--- src/rtl/dual_rail_pkg.sv ---
// Shared dual-rail protocol definitions: symbol codes, channel/direction codes, receiver states.
// Latency: n/a (types and constants only).
// Backpressure: n/a.
package dual_rail_pkg;

  // Receiver control states; WAIT_SPACER holds ack high until the rails return to zero.
  typedef enum logic [2:0] {
    ST_IDLE        = 3'd0,
    ST_GET_CH      = 3'd1,
    ST_GET_DIR     = 3'd2,
    ST_GET_END     = 3'd3,
    ST_WAIT_SPACER = 3'd4
  } rx_state_e;

  // Symbol encoding on {bit1, bit0}.
  localparam logic [1:0] SYM_SPACER = 2'b00;
  localparam logic [1:0] SYM_ZERO   = 2'b01;
  localparam logic [1:0] SYM_ONE    = 2'b10;
  localparam logic [1:0] SYM_MARKER = 2'b11;

  // Channel and direction encodings, shared with the sender.
  localparam logic CH_1     = 1'b0;
  localparam logic CH_2     = 1'b1;
  localparam logic DIR_DOWN = 1'b0;
  localparam logic DIR_UP   = 1'b1;

  function automatic logic is_data(input logic [1:0] sym);
    return (sym == SYM_ZERO) || (sym == SYM_ONE);
  endfunction

endpackage

--- src/rtl/dual_rail_receiver_rail_sync.sv ---
// Synchronizes both rails and reports a symbol once it has been steady for SETTLE_CYCLES samples.
// Latency: 2 synchronizer cycles + SETTLE_CYCLES from rail change to stable_strobe.
// Backpressure: none; stable_strobe is a single-cycle event per settled pattern.
// Ports: clk/reset (sync, active-high); bit0_in/bit1_in async rails;
//        sym = last settled/settling pattern {bit1,bit0}; stable_strobe = pulse when sym becomes stable.
module rail_sync #(
  parameter int unsigned SETTLE_CYCLES = 2
) (
  input  logic       clk,
  input  logic       reset,
  input  logic       bit0_in,
  input  logic       bit1_in,
  output logic [1:0] sym,
  output logic       stable_strobe
);

  localparam logic [3:0] SETTLE = 4'(SETTLE_CYCLES);

  logic [1:0] sync1;
  logic [1:0] sync2;
  logic [3:0] run_cnt;

  always_ff @(posedge clk) begin
    if (reset) begin
      sync1         <= 2'b00;
      sync2         <= 2'b00;
      sym           <= 2'b00;
      run_cnt       <= 4'd0;
      stable_strobe <= 1'b0;
    end else begin
      sync1 <= {bit1_in, bit0_in};
      sync2 <= sync1;
      if (sync2 != sym) begin
        // Any change restarts the run; the new sample is the first of the run.
        sym           <= sync2;
        run_cnt       <= 4'd1;
        stable_strobe <= (SETTLE == 4'd1);
      end else if (run_cnt < SETTLE) begin
        run_cnt       <= run_cnt + 4'd1;
        stable_strobe <= ((run_cnt + 4'd1) == SETTLE);
      end else begin
        // Saturated: report each settled pattern only once.
        stable_strobe <= 1'b0;
      end
    end
  end

endmodule

--- src/rtl/dual_rail_receiver.sv ---
// Decodes marker/channel/direction/marker dual-rail frames with a four-phase RTZ handshake per symbol.
// Latency: rail edge to ack rise = 2 + SETTLE_CYCLES + 1 cycles; frame_valid pulses with the final ack rise.
// Backpressure: sender is paced by ack; a new symbol is only taken after the spacer has been seen.
// Ports: clk, reset (sync, active-high); bit0_in/bit1_in async rails; ack to sender;
//        frame_valid pulse with ch_sel/dir_up (held between frames); err pulse; busy = not IDLE.
// Optional: define RX_TIMEOUT_EN to abort to IDLE after TIMEOUT_CYCLES in any non-IDLE state.
module dual_rail_receiver
  import dual_rail_pkg::*;
#(
  parameter int unsigned SETTLE_CYCLES  = 2,
  parameter int unsigned TIMEOUT_CYCLES = 1024
) (
  input  logic clk,
  input  logic reset,
  input  logic bit0_in,
  input  logic bit1_in,
  output logic ack,
  output logic frame_valid,
  output logic ch_sel,
  output logic dir_up,
  output logic err,
  output logic busy
);

  if (SETTLE_CYCLES < 1 || SETTLE_CYCLES > 15 || TIMEOUT_CYCLES < 2) begin : g_param_check
    $error("dual_rail_receiver: parameter out of range");
  end

  rx_state_e  state, state_nxt;
  rx_state_e  ret_state, ret_nxt;
  logic       ch_shadow, ch_shadow_nxt;
  logic       dir_shadow, dir_shadow_nxt;
  logic       ch_sel_nxt, dir_up_nxt;
  logic       frame_valid_nxt, err_nxt;
  logic [1:0] sym;
  logic       stable_strobe;
  logic       timed_out;

  rail_sync #(
    .SETTLE_CYCLES(SETTLE_CYCLES)
  ) u_rail_sync (
    .clk          (clk),
    .reset        (reset),
    .bit0_in      (bit0_in),
    .bit1_in      (bit1_in),
    .sym          (sym),
    .stable_strobe(stable_strobe)
  );

`ifdef RX_TIMEOUT_EN
  localparam int unsigned TO_W = $clog2(TIMEOUT_CYCLES);
  localparam logic [TO_W-1:0] TO_LAST = TO_W'(TIMEOUT_CYCLES - 1);
  logic [TO_W-1:0] to_cnt;

  // Counts cycles spent in the current state; restarts whenever the state moves.
  always_ff @(posedge clk) begin
    if (reset || (state_nxt != state)) to_cnt <= '0;
    else                               to_cnt <= to_cnt + 1'b1;
  end

  assign timed_out = (state != ST_IDLE) && (to_cnt == TO_LAST);
`else
  assign timed_out = 1'b0;
`endif

  always_comb begin
    state_nxt       = state;
    ret_nxt         = ret_state;
    ch_shadow_nxt   = ch_shadow;
    dir_shadow_nxt  = dir_shadow;
    ch_sel_nxt      = ch_sel;
    dir_up_nxt      = dir_up;
    frame_valid_nxt = 1'b0;
    err_nxt         = 1'b0;

    if (timed_out) begin
      state_nxt = ST_IDLE;
      err_nxt   = 1'b1;
    end else if (stable_strobe) begin
      // Every accepted non-spacer symbol is acknowledged via WAIT_SPACER, even on error,
      // so the sender always completes its handshake.
      unique case (state)
        ST_IDLE: begin
          if (sym == SYM_MARKER) begin
            state_nxt = ST_WAIT_SPACER;
            ret_nxt   = ST_GET_CH;
          end else if (is_data(sym)) begin
            state_nxt = ST_WAIT_SPACER;
            ret_nxt   = ST_IDLE;
            err_nxt   = 1'b1;
          end
        end
        ST_GET_CH: begin
          if (is_data(sym)) begin
            ch_shadow_nxt = (sym == SYM_ONE) ? CH_2 : CH_1;
            state_nxt     = ST_WAIT_SPACER;
            ret_nxt       = ST_GET_DIR;
          end else if (sym == SYM_MARKER) begin
            // A repeated start marker restarts the frame.
            state_nxt = ST_WAIT_SPACER;
            ret_nxt   = ST_GET_CH;
            err_nxt   = 1'b1;
          end
        end
        ST_GET_DIR: begin
          if (is_data(sym)) begin
            dir_shadow_nxt = (sym == SYM_ONE) ? DIR_UP : DIR_DOWN;
            state_nxt      = ST_WAIT_SPACER;
            ret_nxt        = ST_GET_END;
          end else if (sym == SYM_MARKER) begin
            state_nxt = ST_WAIT_SPACER;
            ret_nxt   = ST_GET_CH;
            err_nxt   = 1'b1;
          end
        end
        ST_GET_END: begin
          if (sym == SYM_MARKER) begin
            ch_sel_nxt      = ch_shadow;
            dir_up_nxt      = dir_shadow;
            frame_valid_nxt = 1'b1;
            state_nxt       = ST_WAIT_SPACER;
            ret_nxt         = ST_IDLE;
          end else if (is_data(sym)) begin
            state_nxt = ST_WAIT_SPACER;
            ret_nxt   = ST_IDLE;
            err_nxt   = 1'b1;
          end
        end
        ST_WAIT_SPACER: begin
          if (sym == SYM_SPACER) state_nxt = ret_state;
        end
        default: state_nxt = ST_IDLE;
      endcase
    end
  end

  always_ff @(posedge clk) begin
    if (reset) begin
      state       <= ST_IDLE;
      ret_state   <= ST_IDLE;
      ch_shadow   <= 1'b0;
      dir_shadow  <= 1'b0;
      ch_sel      <= 1'b0;
      dir_up      <= 1'b0;
      frame_valid <= 1'b0;
      err         <= 1'b0;
    end else begin
      state       <= state_nxt;
      ret_state   <= ret_nxt;
      ch_shadow   <= ch_shadow_nxt;
      dir_shadow  <= dir_shadow_nxt;
      ch_sel      <= ch_sel_nxt;
      dir_up      <= dir_up_nxt;
      frame_valid <= frame_valid_nxt;
      err         <= err_nxt;
    end
  end

  assign ack  = (state == ST_WAIT_SPACER);
  assign busy = (state != ST_IDLE);

endmodule

--- config.mk ---
export PLATFORM = sky130hd
export DESIGN_NAME = dual_rail_receiver
export DESIGN_NICKNAME = d
export VERILOG_FILES = /design/src/rtl/dual_rail_pkg.sv /design/src/rtl/dual_rail_receiver_rail_sync.sv /design/src/rtl/dual_rail_receiver.sv
export SDC_FILE = /design/constraint.sdc
export NUM_CORES = 1
export LEC_CHECK = 0
export CAP_MARGIN = 15
export CORE_UTILIZATION = 53
export DETAILED_ROUTE_END_ITERATION = 8
export PLACE_DENSITY_LB_ADDON = 0.08
export SYNTH_ARGS = -nofsm -noshare
export SYNTH_HDL_FRONTEND = slang
export SYNTH_SLANG_ARGS = --single-unit
--- constraint.sdc ---
create_clock -name clk -period 2 [get_ports clk]
set_input_delay 0.3 -clock clk [delete_from_list [all_inputs] [get_ports clk]]
set_output_delay 0.3 -clock clk [all_outputs]
set_load 0.01 [all_outputs]
Yosys cells after proc, flatten, opt, wreduce, memory -nomap -nowiden
Index checks and enable logic that the tools add are counted.

$add $sub $neg: 1. Magnitude comparators: 1. Equal/unequal tests: 12. Mux-type cells: 21. Bitwise gates (word level): 3. Reductions and logical operators: 17.

Operators with widths (number): 3-bit two-way mux (11); 3-bit case mux with 4 select lines (1); 3-bit case mux with 3 select lines (1); 3-bit AND reduction (3); 2-bit OR reduction (4); 1-bit two-way mux (7); 3-bit by 2-bit equality test with 1-bit output, second input constant (2); 3-bit by 1-bit inequality test with 1-bit output, second input constant (2); 3-bit OR reduction (2); 4-bit by 1-bit adder with 4-bit output, second input constant (1); 2-bit equality test, second input constant (2); 4-bit by 2-bit equality test with 1-bit output, second input constant (1); 4-bit by 2-bit less-than comparator with 1-bit output, second input constant (1); 4-bit AND reduction (1); 4-bit nonzero test (1); 3-bit by 1-bit equality test with 1-bit output, second input constant (1); 3-bit equality test, second input constant (1); 3-bit logical NOT (1); 1-bit NOT (3); 3-bit nonzero test (1); 2-bit by 1-bit equality test with 1-bit output, second input constant (1); 2-bit logical NOT (1); 2-bit by 1-bit inequality test with 1-bit output, second input constant (1); 2-bit inequality test (1); 4 further kinds (4).

Flip-flop bits (word level): 23. Input port bits: 4. Output and inout port bits: 6. Word-level logic and storage cells: 69.

Logic depth before layout (Yosys ltp)
Depth after elaboration: 5. Depth in mapped cells: 6. Depth with buffers taken out: 5.

By module
Synthesis repeated with hierarchy kept, for this count alone.

Cells, all modules: 107. Area total of the unflattened synthesis: 1029.7 um^2.

Modules (own cells, without submodules): dual_rail_receiver (times used 1, cells an instance 73, area an instance 643.1 um^2, seq. area each 240.2 um^2); rail_sync (times used 1, cells an instance 34, area an instance 386.6 um^2, seq. area each 220.2 um^2).

Worst setup path before layout
No wires, ideal clock.

Kind: register to register. From: reg u_rail_sync.sym[0]. To: reg ret_state[0]. Setup time: 79 ps. Data arrival time: 1372 ps. Required time: 1921 ps. Slack: 549 ps. Cell stages (with the launch flop): 7. Path buffers: 1. Clock period less this slack: 1451 ps. Cells stage by stage: dfxtp_1 -> inv_1 -> ha_1 -> buf_2 -> nor2_1 -> o31a_1 -> a211oi_2.

Longest elaborated chain between the ends: 5. Elaborated cells on any way between the ends: 11. Classes of those cells: 3 x eq/ne; 7 x mux; 1 x reduce/logical.

Ends and longest elaborated chain: from (decl) (line dual_rail_receiver_rail_sync.sv:13) `output logic [1:0] sym,`; from (signal assigned) (line dual_rail_receiver_rail_sync.sv:35) `sym <= sync2;`; 2-bit by 1-bit equality test with 1-bit output / 2-bit equality test (equally long branches) (line dual_rail_pkg.sv:28) `return (sym == SYM_ZERO) || (sym == SYM_ONE);`; 1-bit logical OR (line dual_rail_pkg.sv:28); 3-bit two-way mux; 3-bit two-way mux, on equally long branches (line dual_rail_receiver.sv:117, dual_rail_receiver.sv:84); 3-bit case mux with 4 select lines (*) (line dual_rail_receiver.sv:82) `unique case (state)`; to (signal assigned) (line dual_rail_receiver.sv:149) `ret_state <= ret_nxt;`; to (decl) (line dual_rail_receiver.sv:30) `rx_state_e ret_state, ret_nxt;`.

Every way passes the cells marked *; elsewhere a longest branch is shown, timed or not. A chain may end at the register's enable or synchronous reset.

Worst setup path after layout
From: reg state[2]. To: out busy.

Longest elaborated chain between the ends: 1.

Ends and longest elaborated chain: from (decl) (line dual_rail_receiver.sv:29) `rx_state_e state, state_nxt;`; from (signal assigned) (line dual_rail_receiver.sv:148) `state <= state_nxt;`; 3-bit nonzero test (line dual_rail_receiver.sv:160) `assign busy = (state != ST_IDLE);`; to (decl) (line dual_rail_receiver.sv:22) `output logic busy`.

No other way between the ends.

==> flow_metrics.tcl <==
set metrics [dict create \
    synth_area_per_cell_um2 9.31 \
    postRouteAntennaNets 0 \
    drv_cap 0 \
    clk_pin_slew_ns 0.13 \
    clock_path_buffers 2 \
    synth_cells 116 \
    nNetsFinal 134 \
    coreArea_um2 1820 \
    cts_tree "built" \
    post_cts_buffers 0 \
    holdWs_ns 0.457 \
    die_w_um 47.1 \
    layout_commonest_cell "dfxtp_1" \
    finalSetupViolations 0 \
    h-tree-depth 1 \
    synth_ff_type "dfxtp_1" \
    slew_headroom 0.743 \
    syn2layout_area_growth_pct 10.5 \
    status "finished clean" \
    boundaryPins 10 \
    layout_min_cycle_time_ns 1.87 \
    start_kind "flop" \
    cp.arrival_ns 1.57 \
    rsz0062_at_grt "no" \
    ir_drop_v 0.000586 \
    final_cell_mix "dfxtp_1 (20), a21oi_1 (9), clkdlybuf4s50_1 (9)" \
    synth-seq-cells 23 \
    grt.overflow.total 0 \
    wire_per_inst_um 12.2 \
    first_iter_violations 15 \
    tightest_slew_ns 0.382 \
    synth.cell_area_um2 1080 \
    worstSetupPathType "reg -> out" \
    synth-edff-count 0 \
    fp.dieArea_um2 2220 \
    die_h_um 47.1 \
    drive_gt1_frac 0.106 \
    hold_viol 0 \
    crit_path_max_fanout 12 \
    vias_per_cell 5.43 \
    power_density_nw_per_um2 686 \
    num_antenna_cells 0 \
    first_pass_iters 3 \
    rows 15 \
    drc 0 \
    drv_slew 0 \
    dpl.hpwl_mm 1.30 \
    grt_max_degree 15 \
    required_ns 1.70 \
    leakage_nw 0.434 \
    routed_wl_mm 1.81 \
    grt_pass1_vias 747 \
    period_share 0.934 \
    fin_tns_setup_ns 0 \
    num_vias 803 \
    yosysSeqAreaShare 0.426 \
    ys_types 37 \
    cts_made_buffers 3 \
    clkLatencyLatePin_ns 0.32 \
    root_buffer "clkbuf_4" \
    yosysWarnings 0 \
    grt_pass1_wl_mm 3.14 \
    end_kind "primary output" \
    start_util 0.593 \
    antenna_found_initial 0 \
    max_clock_freq_ghz 0.535 \
    clock-sinks 23 \
    synthArstFlopShare 0 \
    skew_ns 0.00385 \
    hold_path_class "reg -> reg" \
    ctsHoldBuffers 0 \
    port_buffers 9 \
    place_congestion 0.812 \
    synth_fp_nets 126 \
    grt_use_total 0.203 \
]
==> critical path: stages, from the launching register on <==
cell,delay (ns)
dfxtp_2,0.40
or3_1,0.37
clkdlybuf4s50_1,0.48
==> final cells by class <==
cell class / count / area [um^2]
fill: 152 / 627
timing repair buffer: 10 / 97.6
sequential: 23 / 464
clock buffer: 3 / 22.5
tap: 25 / 31.3
clock inverter: 1 / 7.51
inverter: 8 / 30.0
multi-input combinational: 78 / 541
==> cells by family (layout without fill, tap and decap cells) <==
kind of cell,Yosys count,in the layout,synth area share
AO/OA/AOI/OAI,25,25,0.153
XOR/XNOR,4,4,0.0394
adder cells (fa/ha/maj),6,6,0.0695
buffers and inverters,15,22,0.0730
flip-flops,23,23,0.426
multiplexers,1,1,0.00927
AND/OR/NAND/NOR,42,42,0.229
==> what timing repair did <==
item                                   4_1_cts  5_1_grt
endpoints found under the hold margin        0        0
resized for setup                            0        3
setup endpoints to repair                    0        2
==> registers in the layout, summed over array words and instances (netlist names) <==
signal and count:
u_rail_sync.sync1 2, ret_state 3, u_rail_sync.sync2 2, state 3
frame_valid 1, u_rail_sync.run_cnt 4, dir_shadow 1, ch_shadow 1
u_rail_sync.sym 2, dir_up 1, ch_sel 1, u_rail_sync.stable_strobe 1
err 1
==> stage by stage <==
step / utilization / setup slack, ns / instance area [um^2] / power [W] / cells
2_1_floorplan: - / 0.549 / 1080 / 0.000577 / 116
3_3_place_gp: 0.637 / 0.421 / 1160 / 0.000600 / 144
3_5_place_dp: 0.637 / 0.404 / 1160 / 0.000605 / 144
4_1_cts: 0.654 / 0.0422 / 1190 / 0.000831 / 148
5_1_grt: 0.656 / 0.0575 / 1190 / 0.000862 / 148
6_report: 0.656 / 0.131 / 1190 / 0.000819 / 148
==> cells in the mapped netlist, types with 2 or more instances <==
| cell | count | area [um^2] |
|---|---|---|
| a21oi_1 | 9 | 45.0 |
| buf_2 | 3 | 15.0 |
| buf_6 | 2 | 22.5 |
| dfxtp_1 | 23 | 460 |
| ha_1 | 6 | 75.1 |
| inv_1 | 8 | 30.0 |
| nand2_1 | 2 | 7.51 |
| nand2b_1 | 4 | 25.0 |
| nand3_1 | 4 | 20.0 |
| nand4_1 | 2 | 12.5 |
| nor2_1 | 7 | 26.3 |
| nor2b_1 | 8 | 50.1 |
| nor3_1 | 5 | 25.0 |
| o21ai_0 | 6 | 30.0 |
| o31a_1 | 2 | 17.5 |
| or3_1 | 3 | 18.8 |
| xor2_1 | 2 | 17.5 |
==> power breakdown <==
part	internal (W)	total, W	switching [W]
Clock	0.0000764	0.000226	0.000149
Sequential	0.000477	0.000497	0.0000196
Combinational	0.0000474	0.0000969	0.0000495
Total	0.000601	0.000819	0.000218
==> layer usage <==
metal  part of all wire  global-route usage  vias to the layer above
met5                  0                   0                        -
met4             0.0055              0.0343                        0
met3              0.029              0.0692                        2
met2               0.49               0.361                       10
met1               0.47               0.238                      381
li1                   -                   -                      410
==> final timing paths <==
path / from / endpoint / slack, ns / depth (start not counted)
worst max-delay path: state[2] / busy / 0.13 / 2
worst min register to register: u_rail_sync.sync1[0] / u_rail_sync.sync2[0] / 0.46 / 1
worst max register to register: u_rail_sync.sym[1] / dir_shadow / 0.39 / 5
worst min-delay path: u_rail_sync.sync1[0] / u_rail_sync.sync2[0] / 0.46 / 1
Power figures use the tool's default switching activity.
